## src/rtl/pulse_debouncer.sv

```systemverilog
// Push-button conditioner: 2-flop synchronizer, debounce counter and 4-state FSM
// producing a debounced level and a single-cycle press strobe.
module pulse_debouncer #(
    parameter int unsigned DEBOUNCE_CYCLES = 4,
    parameter bit          BTN_ACTIVE_LOW  = 1'b0
) (
    input  logic clk_i,
    input  logic rst_n_i,
    input  logic btn_i,
    output logic pulse_o,
    output logic level_o
);

    localparam int unsigned     CNT_W   = $clog2(DEBOUNCE_CYCLES);
    localparam logic [CNT_W-1:0] CNT_MAX = CNT_W'(DEBOUNCE_CYCLES - 1);

    typedef enum logic [1:0] {
        IDLE         = 2'd0,
        PRESS_WAIT   = 2'd1,
        PRESSED      = 2'd2,
        RELEASE_WAIT = 2'd3
    } state_e;

    logic             btn_n;
    logic             sync1_q;
    logic             btn_s_q;
    state_e           state_q, state_d;
    logic [CNT_W-1:0] cnt_q, cnt_d;
    logic             pulse_q, pulse_d;
    logic             level_q, level_d;

    assign btn_n = btn_i ^ BTN_ACTIVE_LOW;

    always_ff @(posedge clk_i or negedge rst_n_i) begin
        if (!rst_n_i) begin
            sync1_q <= 1'b0;
            btn_s_q <= 1'b0;
        end else begin
            sync1_q <= btn_n;
            btn_s_q <= sync1_q;
        end
    end

    // The counter restarts from zero on every state change, so each bounce
    // forces a fresh run of DEBOUNCE_CYCLES stable samples.
    always_comb begin
        state_d = state_q;
        cnt_d   = cnt_q;
        pulse_d = 1'b0;
        case (state_q)
            IDLE: begin
                if (btn_s_q) begin
                    state_d = PRESS_WAIT;
                    cnt_d   = '0;
                end
            end
            PRESS_WAIT: begin
                if (!btn_s_q) begin
                    state_d = IDLE;
                    cnt_d   = '0;
                end else if (cnt_q == CNT_MAX) begin
                    state_d = PRESSED;
                    cnt_d   = '0;
                    pulse_d = 1'b1;
                end else begin
                    cnt_d = cnt_q + CNT_W'(1);
                end
            end
            PRESSED: begin
                if (!btn_s_q) begin
                    state_d = RELEASE_WAIT;
                    cnt_d   = '0;
                end
            end
            RELEASE_WAIT: begin
                if (btn_s_q) begin
                    state_d = PRESSED;
                    cnt_d   = '0;
                end else if (cnt_q == CNT_MAX) begin
                    state_d = IDLE;
                    cnt_d   = '0;
                end else begin
                    cnt_d = cnt_q + CNT_W'(1);
                end
            end
            default: begin
                state_d = IDLE;
                cnt_d   = '0;
            end
        endcase
        level_d = (state_d == PRESSED) || (state_d == RELEASE_WAIT);
    end

    always_ff @(posedge clk_i or negedge rst_n_i) begin
        if (!rst_n_i) begin
            state_q <= IDLE;
            cnt_q   <= '0;
            pulse_q <= 1'b0;
            level_q <= 1'b0;
        end else begin
            state_q <= state_d;
            cnt_q   <= cnt_d;
            pulse_q <= pulse_d;
            level_q <= level_d;
        end
    end

    assign pulse_o = pulse_q;
    assign level_o = level_q;

endmodule
```

## config.mk

```make
export PLATFORM = sky130hd
export DESIGN_NAME = pulse_debouncer
export DESIGN_NICKNAME = d
export VERILOG_FILES = /design/src/rtl/pulse_debouncer.sv
export SDC_FILE = /design/constraint.sdc
export NUM_CORES = 1
export LEC_CHECK = 0
export CAP_MARGIN = 0
export CORE_AREA = 2 2 39 41
export CTS_BUF_LIST = sky130_fd_sc_hd__clkbuf_8
export DETAILED_ROUTE_END_ITERATION = 12
export DIE_AREA = 0 0 41 43
export GPL_TIMING_DRIVEN = 0
export HOLD_SLACK_MARGIN = 0.05
export SYNTH_ARGS = -nofsm -noshare
export SYNTH_HDL_FRONTEND = slang
export SYNTH_SLANG_ARGS = --single-unit
```

## constraint.sdc

```tcl
create_clock -name clk_i -period 1.3 [get_ports clk_i]
set_clock_uncertainty 0.1 [all_clocks]
set_input_delay 0.26 -clock clk_i [delete_from_list [all_inputs] [get_ports clk_i]]
set_output_delay 0.26 -clock clk_i [all_outputs]
set_load 0.1 [all_outputs]
```

# [Word level (Yosys, flattened, before mapping)]
# Index checks and enable logic that the tools add are counted.
# W data, S select, Z words.
[totals] ff_bits=8 latchBits=0 ram_bits=0 rom_bits=0 input_bits=3 output_inout_bits=2 word_cells=34 n_memories=0
[op_classes] add_sub_neg=1 multipliers=0 div=0 n_lt_le_gt_ge=0 n_eq_ne=8 n_shift=0 n_mux=16 bitwise=0 n_reduce_logical=3
[op_table] op="$mux W2" n=11
[op_table] op="$pmux W2 S4" n=2
[op_table] op="$eq A2 B2 Y1 const B" n=5
[op_table] op="$ne A2 B2 Y1 const B" n=2
[op_table] op="$mux W1" n=3
[op_table] op="$add A2 B1 Y2 const B" n=1
[op_table] op="$eq A2 B1 Y1 const B" n=1
[op_table] op="$logic_not A2 Y1" n=1
[op_table] op="$reduce_and A2 Y1" n=1
[op_table] op="$logic_or A1 B1 Y1" n=1

# [Longest topological paths before layout]
# Gate-level depths: netlist (run 1).
[logic_depth] depth_word=6 mapped_depth=3 depth_no_buf=3

# [Worst setup path before layout (run 1)]
# No wires, ideal clock.
[synth_timing] path_type="reg-to-reg" from="register, netlist name level_o" to="register cnt_q[0]" setup_ps=79 arrival_ps=1374 t_required_ps=1121 path_slack_ps=-254 path_stages_with_launch=3 path_buffers=0 period_less_slack_ps=1554 cell_sequence="dfrtp_1 xnor2_2 mux2i_1"
[synth_lines] item="end signal, assigned" line_no="102" source="cnt_q <= cnt_d;"
[synth_lines] item="end, declared" line_no="28" source="logic [CNT_W-1:0] cnt_q, cnt_d;"

# [Worst setup path after layout (run 1)]
[layout_timing] from="register cnt_q[0]" to="register level_q (netlist: level_o)"
[layout_via] elab_chain_cells=6 elab_cells_between_ends=9 cone_classes="eq/ne: 3; mux: 5; reduce/logical: 1"
[layout_lines] item="$eq A2 B2 Y1 (*)" line_no="61, 79"
[layout_lines] item="$mux W2 (on tied branches)" line_no="79, 61"
[layout_lines] item="$mux W2 (on tied branches)" line_no="76, 58"
[layout_lines] item="$pmux W2 S4 (*)" line_no="50" source="case (state_q)"
[layout_lines] item="$eq A2 B2 Y1" line_no="91" source="level_d = (state_d == PRESSED) || (state_d == RELEASE_WAIT);"
[layout_lines] item="$logic_or A1 B1 Y1 (*)" line_no="91"
[layout_lines] item="named net level_d" line_no="30" source="logic level_q, level_d;"
[layout_lines] item="end signal, assigned" line_no="104" source="level_q <= level_d;"
[layout_lines] item="end, declared" line_no="30"
# Mark *: on every way through the listed nets, which the timed path passes. The rest lies on a longest branch.
# A chain may end at the register's enable or synchronous reset.

==> metrics.md, run 1 <==
| Metric | Value |
|---|---|
| Rows | `14` |
| Area grow syn2layout | `38.74%` |
| Highest routed layer | `met3` |
| Fin nets | `32` |
| Mapped Area | `277.8 um2` |
| # Max-Cap Violations | `0` |
| Clk slew on worst S/H paths | `0.04 ns` |
| Worst-path fanout max | `3` |
| Met2 routed WL | `215 um` |
| Hold_buf cts | `0` |
| Worst EP required | `1.30 ns` |
| Number of H-tree levels | `1` |
| PD cells | `2238 nW/um2` |
| # fillers | `145` |
| Antenna cell count | `0` |
| Reg-to-Reg Start | `cnt_q[0]$_DFFE_PN0P_` |
| First-pass GRT wire length | `752 um` |
| Share of cells above drive strength 1 | `33.33%` |
| Area leader, netlist | `dfrtp_1` |
| Residual DRC | `0` |
| Syn_area_per_cell | `14.62 um2` |
| Crit share post-route | `94.70%` |
| Initial antenna violation count | `0` |
| Vert. Die Dim | `43 um` |
| Top cells by area, synth | `dfrtp_1 63%, mux2i_1 7.2%, nand2b_1 6.8%` |
| DRT iter0 DRCs | `2` |
| Root Driver | `clkbuf_8` |
| Final Max Slew Viols | `0` |
| Total clock sinks | `7` |
| Maximum clock path buffer count | `2` |
| Seq/Total Area, Yosys | `63.06%` |
| Final hold vios | `0` |
| Most frequent cells after synthesis | `7 x dfrtp_1, 3 x nand2b_1, 2 x mux2i_1, 2 x nand2_1` |
| M1 WL | `164 um` |
| Final Util | `27.85%` |
| Critical path class | `reg2reg` |
| Synthesized flop and latch total | `7` |
| Main synth FF type | `dfrtp_1` |
| Via count | `164` |
| Setup crit start kind | `flip-flop` |
| Max-Slew Margin vs Limit | `80.40%` |
| Worst Setup End Kind | `flip-flop` |
| Die area | `1763 um2` |
| Status | `completed` |
| CTS Buf Count | `3` |
| DIE WIDTH | `41 um` |
| Final Instance Area | `385.4 um2` |
| Register area | `176.4 um2` |
| Hold Path Class | `in2async` |
| Crit path arrival time | `1.23 ns` |
| Num ports | `5` |
| Worst-Skew Late Latency | `0.22 ns` |
| Vias in the first global route | `188` |
| TritonCTS clock tree | `done` |
| Yosys top cell area share | `63.06%` |
| Asr flop ratio synth | `100.0%` |
| Routability cong. | `0.6316` |
| Peak Freq | `0.8123 GHz` |
| Leakage | `0.1822 nW` |
| DP Area | `339.1 um2` |
| Final wirelength | `405 um` |
| Avg WL per Cell | `9.419 um` |
| Distinct cells, synth | `9` |
| Total Routing Usage GR | `7.215%` |
| Metal3 WL | `25 um` |
| DRT Pass-1 Iters | `2` |
| Multi-input combinational cell area | `105.1 um2` |
| Least-Margin Pin Slew | `0.2931 ns` |
| Core Region | `1384 um2` |
| EDFF count, synth | `0` |
| PortBufs | `4` |
| Syn Nets | `23` |
| Final setup viols | `0` |
| Starting Density | `20.07%` |
| YS warnings | `0` |
| Synth Instances | `19` |
| R2r setup slk | `0.07 ns` |
| ANT nets after route | `0` |
| Largest net degree at the start of global routing | `8` |
| GRT Residual Overflow | `0` |
| Minimum clock period | `1.231 ns` |
| RSZ-0062 raised after global routing | `false` |
| Via density | `3.814` |
| Worst vdd ir | `0.9898 mV` |
| Most common cell in the synthesized netlist | `dfrtp_1` |
| R2R depth | `3` |
| Worst R2R End | `level_o$_DFF_PN0_` |
-- flip-flops by register name, indices dropped and copies added (netlist names) --
register,count
sync1_q,1
cnt_q,2
btn_s_q,1
state_q,1
pulse_o,1
level_o,1
-- timing repair --
item	4_1_cts	5_1_grt
endpoints found under the setup margin	2	2
gates resized for setup	12	2
setup buffers	0	0
gates cloned	0	0
-- per-layer routing --
layer	vias to the layer above	GRT usage [%]
li1	78	-
met1	80	8.027
met2	6	9.063
met3	0	4.712
met4	0	6.000
met5	-	0
-- critical path, cell delays in order, from the launching register on --
cell     delay (ns)
dfrtp_1        0.38
ha_1           0.23
nand2_2        0.10
mux2_4         0.30
-- cell families after synthesis --
kind of cell	share of synthesized area [%]
simple gates	12.16
xor+xnor	5.857
mux	12.61
compound gates	1.800
flops	63.06
fa+ha+maj	4.504
-- power by group --
group          internal, mW  switching, mW
clock network         0.203         0.0805
logic                 0.108          0.145
registers             0.271         0.0557
-- worst max-delay path by stage --
stage / slack [ns] / to / startpoint
floorplan: 0.04 / cnt_q[0]$_DFFE_PN0P_ / level_o$_DFF_PN0_
global placement: -0.59 / level_o / level_o$_DFF_PN0_
detailed placement: -0.59 / level_o / level_o$_DFF_PN0_
CTS: 0.01 / level_o / level_o$_DFF_PN0_
global route: 0.02 / level_o$_DFF_PN0_ / cnt_q[0]$_DFFE_PN0P_
finish: 0.07 / level_o$_DFF_PN0_ / cnt_q[0]$_DFFE_PN0P_
-- area by class of cell --
cell class              count  area share [%]
clock inverters             1          0.9740
multi-input cells          12           27.27
repair buffers              4           10.06
flip-flops and latches      7           45.78
clock buffers               3           10.71
well taps                  16           5.195
-- placed cells by master, fill, tap and decap left out --
cell and n:
a21oi_1 1, buf_4 1, buf_6 1, clkbuf_8 3
clkdlybuf4s50_1 2, dfrtp_1 6, dfrtp_2 1, ha_1 1
inv_1 1, mux2_4 1, mux2i_1 2, nand2_1 1
nand2_2 1, nand2b_1 3, nor3b_1 1, xnor2_2 1
-- per-stage QoR --
step                      setup TNS, ns  setup WS [ns]  power [mW]  instances  hold WS (ns)
after floorplan                       0        0.04216      0.5136         19       -0.1356
after global placement           -1.075        -0.5876      0.5604         39        0.2471
after detailed placement         -1.083        -0.5903      0.5751         39        0.2543
after CTS                             0       0.009856      0.8660         43        0.1915
after global routing                  0        0.01827      0.9224         43        0.2090
final                                 0        0.06886      0.8624         43        0.1896
Power figures use the tool's default switching activity.
==> run 2, diff against run 1 <==
CTS_BUF_LIST = unset   (was sky130_fd_sc_hd__clkbuf_8)
SKIP_CTS_REPAIR_TIMING = 1   (was unset)
==> metrics.md, run 2 (synthesis results as in run 1) <==
| Metric | Value |
|---|---|
| Status | `completed` |
| PortBufs | `4 (unchanged)` |
| Vias in the first global route | `176 (-6.4%)` |
| Reg power frac | `42.5% (+4.6 points)` |
| Fin nets | `32 (unchanged)` |
| DIE WIDTH | `41 um (unchanged)` |
| CP peak stage delay | `0.40 ns (+0.02 ns)` |
| Vert. Die Dim | `43 um (unchanged)` |
| Worst-path fanout max | `4 (+1)` |
| Minimum clock period | `1.248 ns (+0.01658 ns)` |
| Final Util | `26.49% (-1.4 points)` |
| Antenna cell count | `0 (unchanged)` |
| CP top delay family | `flip-flops` |
| DRT iter0 DRCs | `3 (+1)` |
| Psw | `0.2717 mW (-3.3%)` |
| Final Max Slew Viols | `0 (unchanged)` |
| Non-Filler Instances | `43 (unchanged)` |
| Routability cong. | `0.6316 (unchanged)` |
| Total Routing Usage GR | `7.317% (+0.10 points)` |
| Clk slew on worst S/H paths | `0.05 ns (about the same)` |
| Placed cells | `39 (unchanged)` |
| Num ports | `5 (unchanged)` |
| PD cells | `2090 nW/um2 (-6.6%)` |
| Residual DRC | `0 (unchanged)` |
| Most frequent cells in the layout | `6 x dfrtp_1, 4 x clkbuf_4, 3 x nand2b_1, 2 x mux2i_1, 2 x clkdlybuf4s50_1` |
| Worst-Skew Late Latency | `0.25 ns (+0.03 ns)` |
| # fillers | `150 (+3.4%)` |
| CTS Buf Count | `3 (unchanged)` |
| Setup TNS | `0 ns (unchanged)` |
| Least-Margin Pin Slew | `0.2950 ns (+0.001855 ns)` |
| Area grow syn2layout | `31.98%` |
| Avg WL per Cell | `9.233 um (-2.0%)` |
| Initial antenna violation count | `0 (unchanged)` |
| Starting Density | `20.07% (unchanged)` |
| CP bufs+invs | `1 (+1)` |
| Share of cells above drive strength 1 | `33.33% (unchanged)` |
| Total clock sinks | `7 (unchanged)` |
| Worst vdd ir | `0.8521 mV (-14%)` |
| Commonest non-fill, non-tap cell in the layout | `dfrtp_1` |
| ANT nets after route | `0 (unchanged)` |
| GRT Residual Overflow | `0 (unchanged)` |
| Core Region | `1384 um2 (unchanged)` |
| Worst R2R End | `level_o$_DFF_PN0_` |
| Final wirelength | `397 um (-2.0%)` |
| Hold Path Class | `in2async` |
| Via density | `3.791 (-0.61%)` |
| Maximum clock path buffer count | `2 (unchanged)` |
| Peak Freq | `0.8015 GHz (-1.3%)` |
| Slowest stage cell, crit path | `dfrtp_2` |
| Rows | `14 (unchanged)` |
| Root Driver | `clkbuf_4` |
| Clk pwr share | `24.5% (-8.3 points)` |
| Crit path arrival time | `0.89 ns (-0.34 ns)` |
| Critical path class | `reg2out` |
| Setup crit start kind | `flip-flop` |
| R2r setup slk | `0.06 ns (about the same)` |
| Crit share post-route | `95.98% (+1.3 points)` |
| Critical path cell sequence | `buf_6` |
| DRT Pass-1 Iters | `2 (unchanged)` |
| Via count | `163 (-0.61%)` |
| Pint | `0.4945 mW (-15%)` |
| Max-Slew Margin vs Limit | `80.27% (-0.12 points)` |
| Largest net degree at the start of global routing | `8 (unchanged)` |
| # Max-Cap Violations | `0 (unchanged)` |
| RSZ-0062 raised after global routing | `false` |
| Power consumption | `0.7661 mW (-11%)` |
| DP Area | `339.1 um2 (unchanged)` |
| Final setup viols | `0 (unchanged)` |
| Number of H-tree levels | `1 (unchanged)` |
| Die area | `1763 um2 (unchanged)` |
| Comb pwr share | `33.0% (+3.7 points)` |
| First-pass GRT wire length | `738 um (-1.9%)` |
| TritonCTS clock tree | `done` |
| Final Instance Area | `366.6 um2 (-4.9%)` |
| Reg-to-Reg Start | `cnt_q[0]$_DFFE_PN0P_` |
| Final hold vios | `0 (unchanged)` |
| Worst EP required | `0.94 ns (-0.36 ns)` |
| Worst Setup End Kind | `output port` |
| Largest Register | `cnt_q` |
| Leakage | `0.1697 nW (-6.9%)` |
| Max reg flops | `2 (unchanged)` |
| Sw frac | `35.46% (+2.9 points)` |
| R2R depth | `3 (unchanged)` |
-- run 2: metrics by stage --
step	worst slack (ns)	hold slack, ns
6_report	0.05228	0.1613
3_5_place_dp	-0.5903	0.2543
2_1_floorplan	0.04216	-0.1356
5_1_grt	0.003073	0.1682
3_3_place_gp	-0.5876	0.2471
4_1_cts	-0.8656	0.1588
-- run 2: how the worst max path moves through the flow --
stage                                       to  slack, ns  cells after the start               from
after floorplan           cnt_q[0]$_DFFE_PN0P_       0.04                      2  level_o$_DFF_PN0_
after global placement                 level_o      -0.59                      1  level_o$_DFF_PN0_
after detailed placement               level_o      -0.59                      1  level_o$_DFF_PN0_
after CTS                              level_o      -0.87                      1  level_o$_DFF_PN0_
after global routing                   level_o      0.003                      1  level_o$_DFF_PN0_
final                                  level_o       0.05                      1  level_o$_DFF_PN0_
-- run 2: per-layer routing --
metal | track usage, % | wire (um)
met2 | 9.063 | 217
met4 | 6.000 | 0
met1 | 7.358 | 161
met5 | 0 | 0
met3 | 6.283 | 17
-- run 2: power by group through the flow --
stage | Sequential (mW) | Clock (mW) | Combinational (mW)
final | 0.326 | 0.188 | 0.253
after global routing | 0.339 | 0.218 | 0.269
after CTS | 0.321 | 0.199 | 0.251
after detailed placement | 0.324 | 0 | 0.251
after global placement | 0.318 | 0 | 0.242
after floorplan | 0.401 | 0 | 0.112
-- run 2: area by class of cell --
type                    instances  area, um2  area share, %
repair buffers                  4      38.79          10.58
well taps                      16      20.02          5.461
multi-input cells              12      105.1          28.67
flip-flops and latches          7      176.4          48.12
clock buffers                   4      26.28          7.167
==> RTL change 1 (settings of run 2) <==
Set the parameter `BTN_ACTIVE_LOW` to 1'b1 (it was 1'b0).
--- a/src/rtl/pulse_debouncer.sv
+++ b/src/rtl/pulse_debouncer.sv
@@ -3,5 +3,5 @@
 module pulse_debouncer #(
     parameter int unsigned DEBOUNCE_CYCLES = 4,
-    parameter bit          BTN_ACTIVE_LOW  = 1'b0
+    parameter bit          BTN_ACTIVE_LOW  = 1'b1
 ) (
     input  logic clk_i,
Formal check against the unedited RTL: not equivalent (Yosys sat finds a counterexample within 10 cycles, from zero or initial values and one cycle with rst_n_i low).
==> RTL change 1 against run 2 <==
- synthesized cell count rose by 5.3%
- sequential power barely moved
- power rose by 1.2%
- sequential cell count did not move
- core utilization rose by 0.27 points
- setup slack got worse by 4.5 ps
- maximum frequency fell by 0.36%
- wire length rose by 2.8%
- final cell count rose by 2.3%
- area after synthesis rose by 1.4%
- count of clock-buffer cells in the layout did not move
- largest cell class unchanged
- cell area rose by 1.0%
==> RTL change 1: results (changes against run 2) <==
Power:
- The worst supply voltage drop on vdd is 0.0008677 V (+1.8%).
- The total leakage power is 0.0001751 µW (+3.1%).
- The switching power is 279.6 µW (+2.9%).

Synth:
- The share of the synthesized netlist area taken by xor and xnor gates is 0.05778 (-0.0007808).
- The number of unique standard cell types used by synthesis is 10 (+1).
- The share of the synthesized area in compound gates (AO/OA/AOI/OAI) is 0.01778 (-0.0002402).
- The fraction of synthesized area in multiplexers is 0.1244 (-0.001682).
- The net count of the mapped netlist was 24 (+4.3%).
- The sequential cell area fraction in the yosys report is 0.6222 (-0.008408).
- The adder-cell share of the synthesized area is 0.04444 (-0.0006006).
- By area the synthesized netlist is led by sky130_fd_sc_hd__dfrtp_1, sky130_fd_sc_hd__mux2i_1, sky130_fd_sc_hd__nand2b_1.

GRT:
- The total routing usage reported by global routing came to 0.07310 (-0.00007429).
- The via count of the first global-routing pass is 201 (+14%).
- The global-route wire length before repair was 793 µm (+7.5%).

Routing:
- The DRC marker count from the first detailed-route iteration is 0 (-3).
- The count of TritonRoute iterations in the first routing pass is 1 (-1).
- The total number of vias is 161 (-1.2%).
- The total wire length after detailed routing is 408 µm (+2.8%).

Cells and area:
- The share of cells above drive strength 1 is 0.3214 (-0.01190).
- The number of filler instances in the final layout is 151 (+0.67%).
- The final net count was 33 (+3.1%).

Timing:
- The hold slack is 156.4 ps (-4.816 ps).
- The slew at the pin with the worst max-slew slack is 294.4 ps (-0.5308 ps).

Placed design:
- The number of I/O port buffers is 4 (unchanged).
- The routability congestion estimate was 0.6067 (-3.9%).

Critical path:
- The setup slack on the worst flop-to-flop path came to 60 ps (about the same).
- The category of cells accounting for the largest share of critical-path delay is flip-flops.

Status:
- The run finished with clean final reports.

Clock network:
- The clock tree root driver cell is sky130_fd_sc_hd__clkbuf_4.

Hold path:
- The class of the tightest hold or removal check is primary input to asynchronous set/reset pin.
==> RTL change 1: per-layer routing <==
metal / global-route usage / wire length [µm]
met3: 0.03141 / 19
met4: 0.06000 / 0
met5: 0 / 0
met1: 0.08000 / 160
met2: 0.1031 / 228
==> RTL change 1: power groups by stage <==
stage | clock [µW] | combinational [µW] | sequential, µW
4_1_cts | 203 | 256 | 322
5_1_grt | 221 | 277 | 336
2_1_floorplan | 0 | 113 | 401
6_report | 193 | 256 | 326
3_5_place_dp | 0 | 254 | 326
3_3_place_gp | 0 | 243 | 318
==> RTL change 1: per-stage QoR <==
step                      std cells  setup WS, ps  instance area, µm²
after floorplan                  20         42.16               282.8
after global placement           40        -587.2               342.8
after detailed placement         40        -586.5               342.8
after CTS                        44        -865.3               369.1
after global routing             44         6.622               370.4
final                            44         47.77               370.4
==> RTL change 1: area by class of cell <==
class / instances / share of cell area
Tap cell: 16 / 0.05405
Sequential cell: 7 / 0.4764
Multi-Input combinational cell: 12 / 0.2838
Timing Repair Buffer: 4 / 0.1047
Clock buffer: 4 / 0.07095
Inverter: 1 / 0.01014
==> RTL change 1: kinds of logic after synthesis <==
group                      Yosys count
DFF                                  7
and+or+nand+nor                      6
muxes                                3
AOI/OAI and AO/OA                    1
xor gates and xnor gates             1
buffers and inverters                1
adders and majority gates            1
==> RTL change 1: worst max path at each step <==
stage,start,end,cells past startpoint
after global routing,level_o$_DFF_PN0_,level_o,1
final,level_o$_DFF_PN0_,level_o,1
after CTS,level_o$_DFF_PN0_,level_o,1
after floorplan,level_o$_DFF_PN0_,cnt_q[0]$_DFFE_PN0P_,2
after global placement,level_o$_DFF_PN0_,level_o,1
after detailed placement,level_o$_DFF_PN0_,level_o,1
==> RTL change 2 (settings of run 2) <==
Made on the original files. Register the input `btn_i` before use, without a reset. The logic sees it one clock later.
--- a/src/rtl/pulse_debouncer.sv
+++ b/src/rtl/pulse_debouncer.sv
@@ -22,4 +22,10 @@
     } state_e;
 
+    logic btn_q;
+
+    always_ff @(posedge clk_i) begin
+        btn_q <= btn_i;
+    end
+
     logic             btn_n;
     logic             sync1_q;
@@ -30,5 +36,5 @@
     logic             level_q, level_d;
 
-    assign btn_n = btn_i ^ BTN_ACTIVE_LOW;
+    assign btn_n = btn_q ^ BTN_ACTIVE_LOW;
 
     always_ff @(posedge clk_i or negedge rst_n_i) begin
Function: changed (a bounded check fails within 10 cycles, from zero or initial values and one cycle with rst_n_i low).
==> RTL change 2 against run 2 <==
- sequential cell count is 1 higher
- critical endpoint unchanged
- setup slack lost 17 ps
- power increased by 24%
- highest routed layer unchanged
- wire length is 28% higher
- count of clock-buffer cells in the layout did not move
- hold slack worse by 4.2 ps
- area after synthesis is 7.2% higher
- cell area increased by 6.1%
- via count is 5.5% higher
- die area is the same
==> RTL change 2: results (changes against run 2) <==
Cells and area:
- The number of filler instances in the final layout is 143 (-4.7%).
- The fraction of area in clock buffers and inverters came to 0.06752 (-0.004148).
- The portion of the layout cell area used by non-clock buffers came to 0.09968 (-0.006123).
- The register share of the cell area is 0.5048 (+0.02359).
- The multi-input gate share of the layout cell area is 0.2765 (-0.01016).
- The share of cells above drive strength 1 came to 0.3571 (+0.02381).
- The final net count came to 33 (+3.1%).
- The number of sequential cells was 8 (+1).

Routing:
- The total number of vias was 172 (+5.5%).
- The total length of routed met2 wires came to 255 µm (+18%).
- The detailed-route wire length on metal 1 was 215 µm (+34%).
- The total length of routed met3 wires is 38 µm (+120%).
- The DRC marker count from the first detailed-route iteration came to 1 (-2).
- The average routed wire per standard cell is 11.57 µm (+25%).

GRT:
- The via count of the first global-routing pass came to 186 (+5.7%).
- The met3 track demand over resource in global routing is 0.07853 (+0.01571).
- The met2 global-route usage is 0.1156 (+0.02500).
- The global-route wire length before repair is 848 µm (+15%).
- The total routing usage reported by global routing is 0.08215 (+0.008979).
- The initial antenna violation count is 0 (unchanged).

Synth:
- The share of the synthesized area in compound gates (AO/OA/AOI/OAI) is 0.01681 (-0.001211).
- The most used flip-flop cell after synthesis is sky130_fd_sc_hd__dfrtp_1.
- The number of unique standard cell types used by synthesis is 10 (+1).
- The net count of the mapped netlist is 24 (+4.3%).
- The adder-cell share of the synthesized area came to 0.04202 (-0.003028).
- The fraction of synthesized area in multiplexers is 0.1176 (-0.008479).
- The sequential cell area fraction in the yosys report is 0.6555 (+0.02483).
- The fraction of registers with async set or reset after synthesis is 0.8750 (-0.1250).
- Sorting the synthesized cells by area gives the leading types as sky130_fd_sc_hd__dfrtp_1, sky130_fd_sc_hd__dfxtp_1, sky130_fd_sc_hd__mux2i_1.
- The share of the synthesized netlist area taken by xor and xnor gates came to 0.05462 (-0.003937).

Power:
- The total leakage power was 0.0001757 µW (+3.5%).
- The worst supply voltage drop on vdd came to 0.0009749 V (+14%).
- The switching power was 364.9 µW (+34%).

Critical path:
- The peak per-stage delay on the critical path is 410 ps.

Placed design:
- The routability congestion estimate is 0.6466 (+2.4%).

Status:
- The run finished with clean final reports.

Clock network:
- The clock tree buffer depth is 2 (unchanged).
- The number of buffers added by the clock tree synthesis step is 3 (unchanged).

Timing:
- The relative slew slack came to 0.7840 (-0.01869).
==> RTL change 2: cell types whose count changed in the layout (fill, tap and decap cells not counted), sizes merged <==
cell / change
dfxtp: +1
==> RTL change 2: final timing paths <==
path,startpoint,to,slack [ps],cells after the start
min in group clk_i,btn_n$_DFF_P_,sync1_q$_DFF_PN0_,210,0
hold reg to reg,btn_n$_DFF_P_,sync1_q$_DFF_PN0_,210,0
hold / removal,rst_n_i,cnt_q[0]$_DFFE_PN0P_,160,1
setup reg to reg,cnt_q[0]$_DFFE_PN0P_,level_o$_DFF_PN0_,70,3
setup / recovery,level_o$_DFF_PN0_,level_o,40,1
max in group asynchronous,rst_n_i,level_o$_DFF_PN0_,660,1
==> RTL change 2: worst reg2reg max path, cell delays in order (launching register included) <==
cell                      delay [ps]
sky130_fd_sc_hd__dfrtp_1         400
sky130_fd_sc_hd__ha_2            210
sky130_fd_sc_hd__nand2_2          90
sky130_fd_sc_hd__mux2_4          300
==> RTL change 2: power by group through the flow <==
stage	clock, µW	sequential (µW)	combinational [µW]
after global placement	0	379	326
after floorplan	0	494	149
after detailed placement	0	389	342
final	204	393	351
after CTS	217	386	348
after global routing	231	400	371
==> RTL change 2: through the flow <==
stage / setup WS (ps) / instances / hold slack [ps] / utilization / instance area (µm²)
final: 35.28 / 44 / 157.1 / 0.2812 / 389.1
after CTS: -873.7 / 44 / 156.1 / 0.2785 / 385.4
after global routing: 9.794 / 44 / 178.2 / 0.2812 / 389.1
after detailed placement: -594.9 / 40 / 222.2 / 0.2595 / 359.1
after floorplan: 42.16 / 20 / -135.6 / - / 299.0
after global placement: -589.3 / 40 / 224.8 / 0.2595 / 359.1
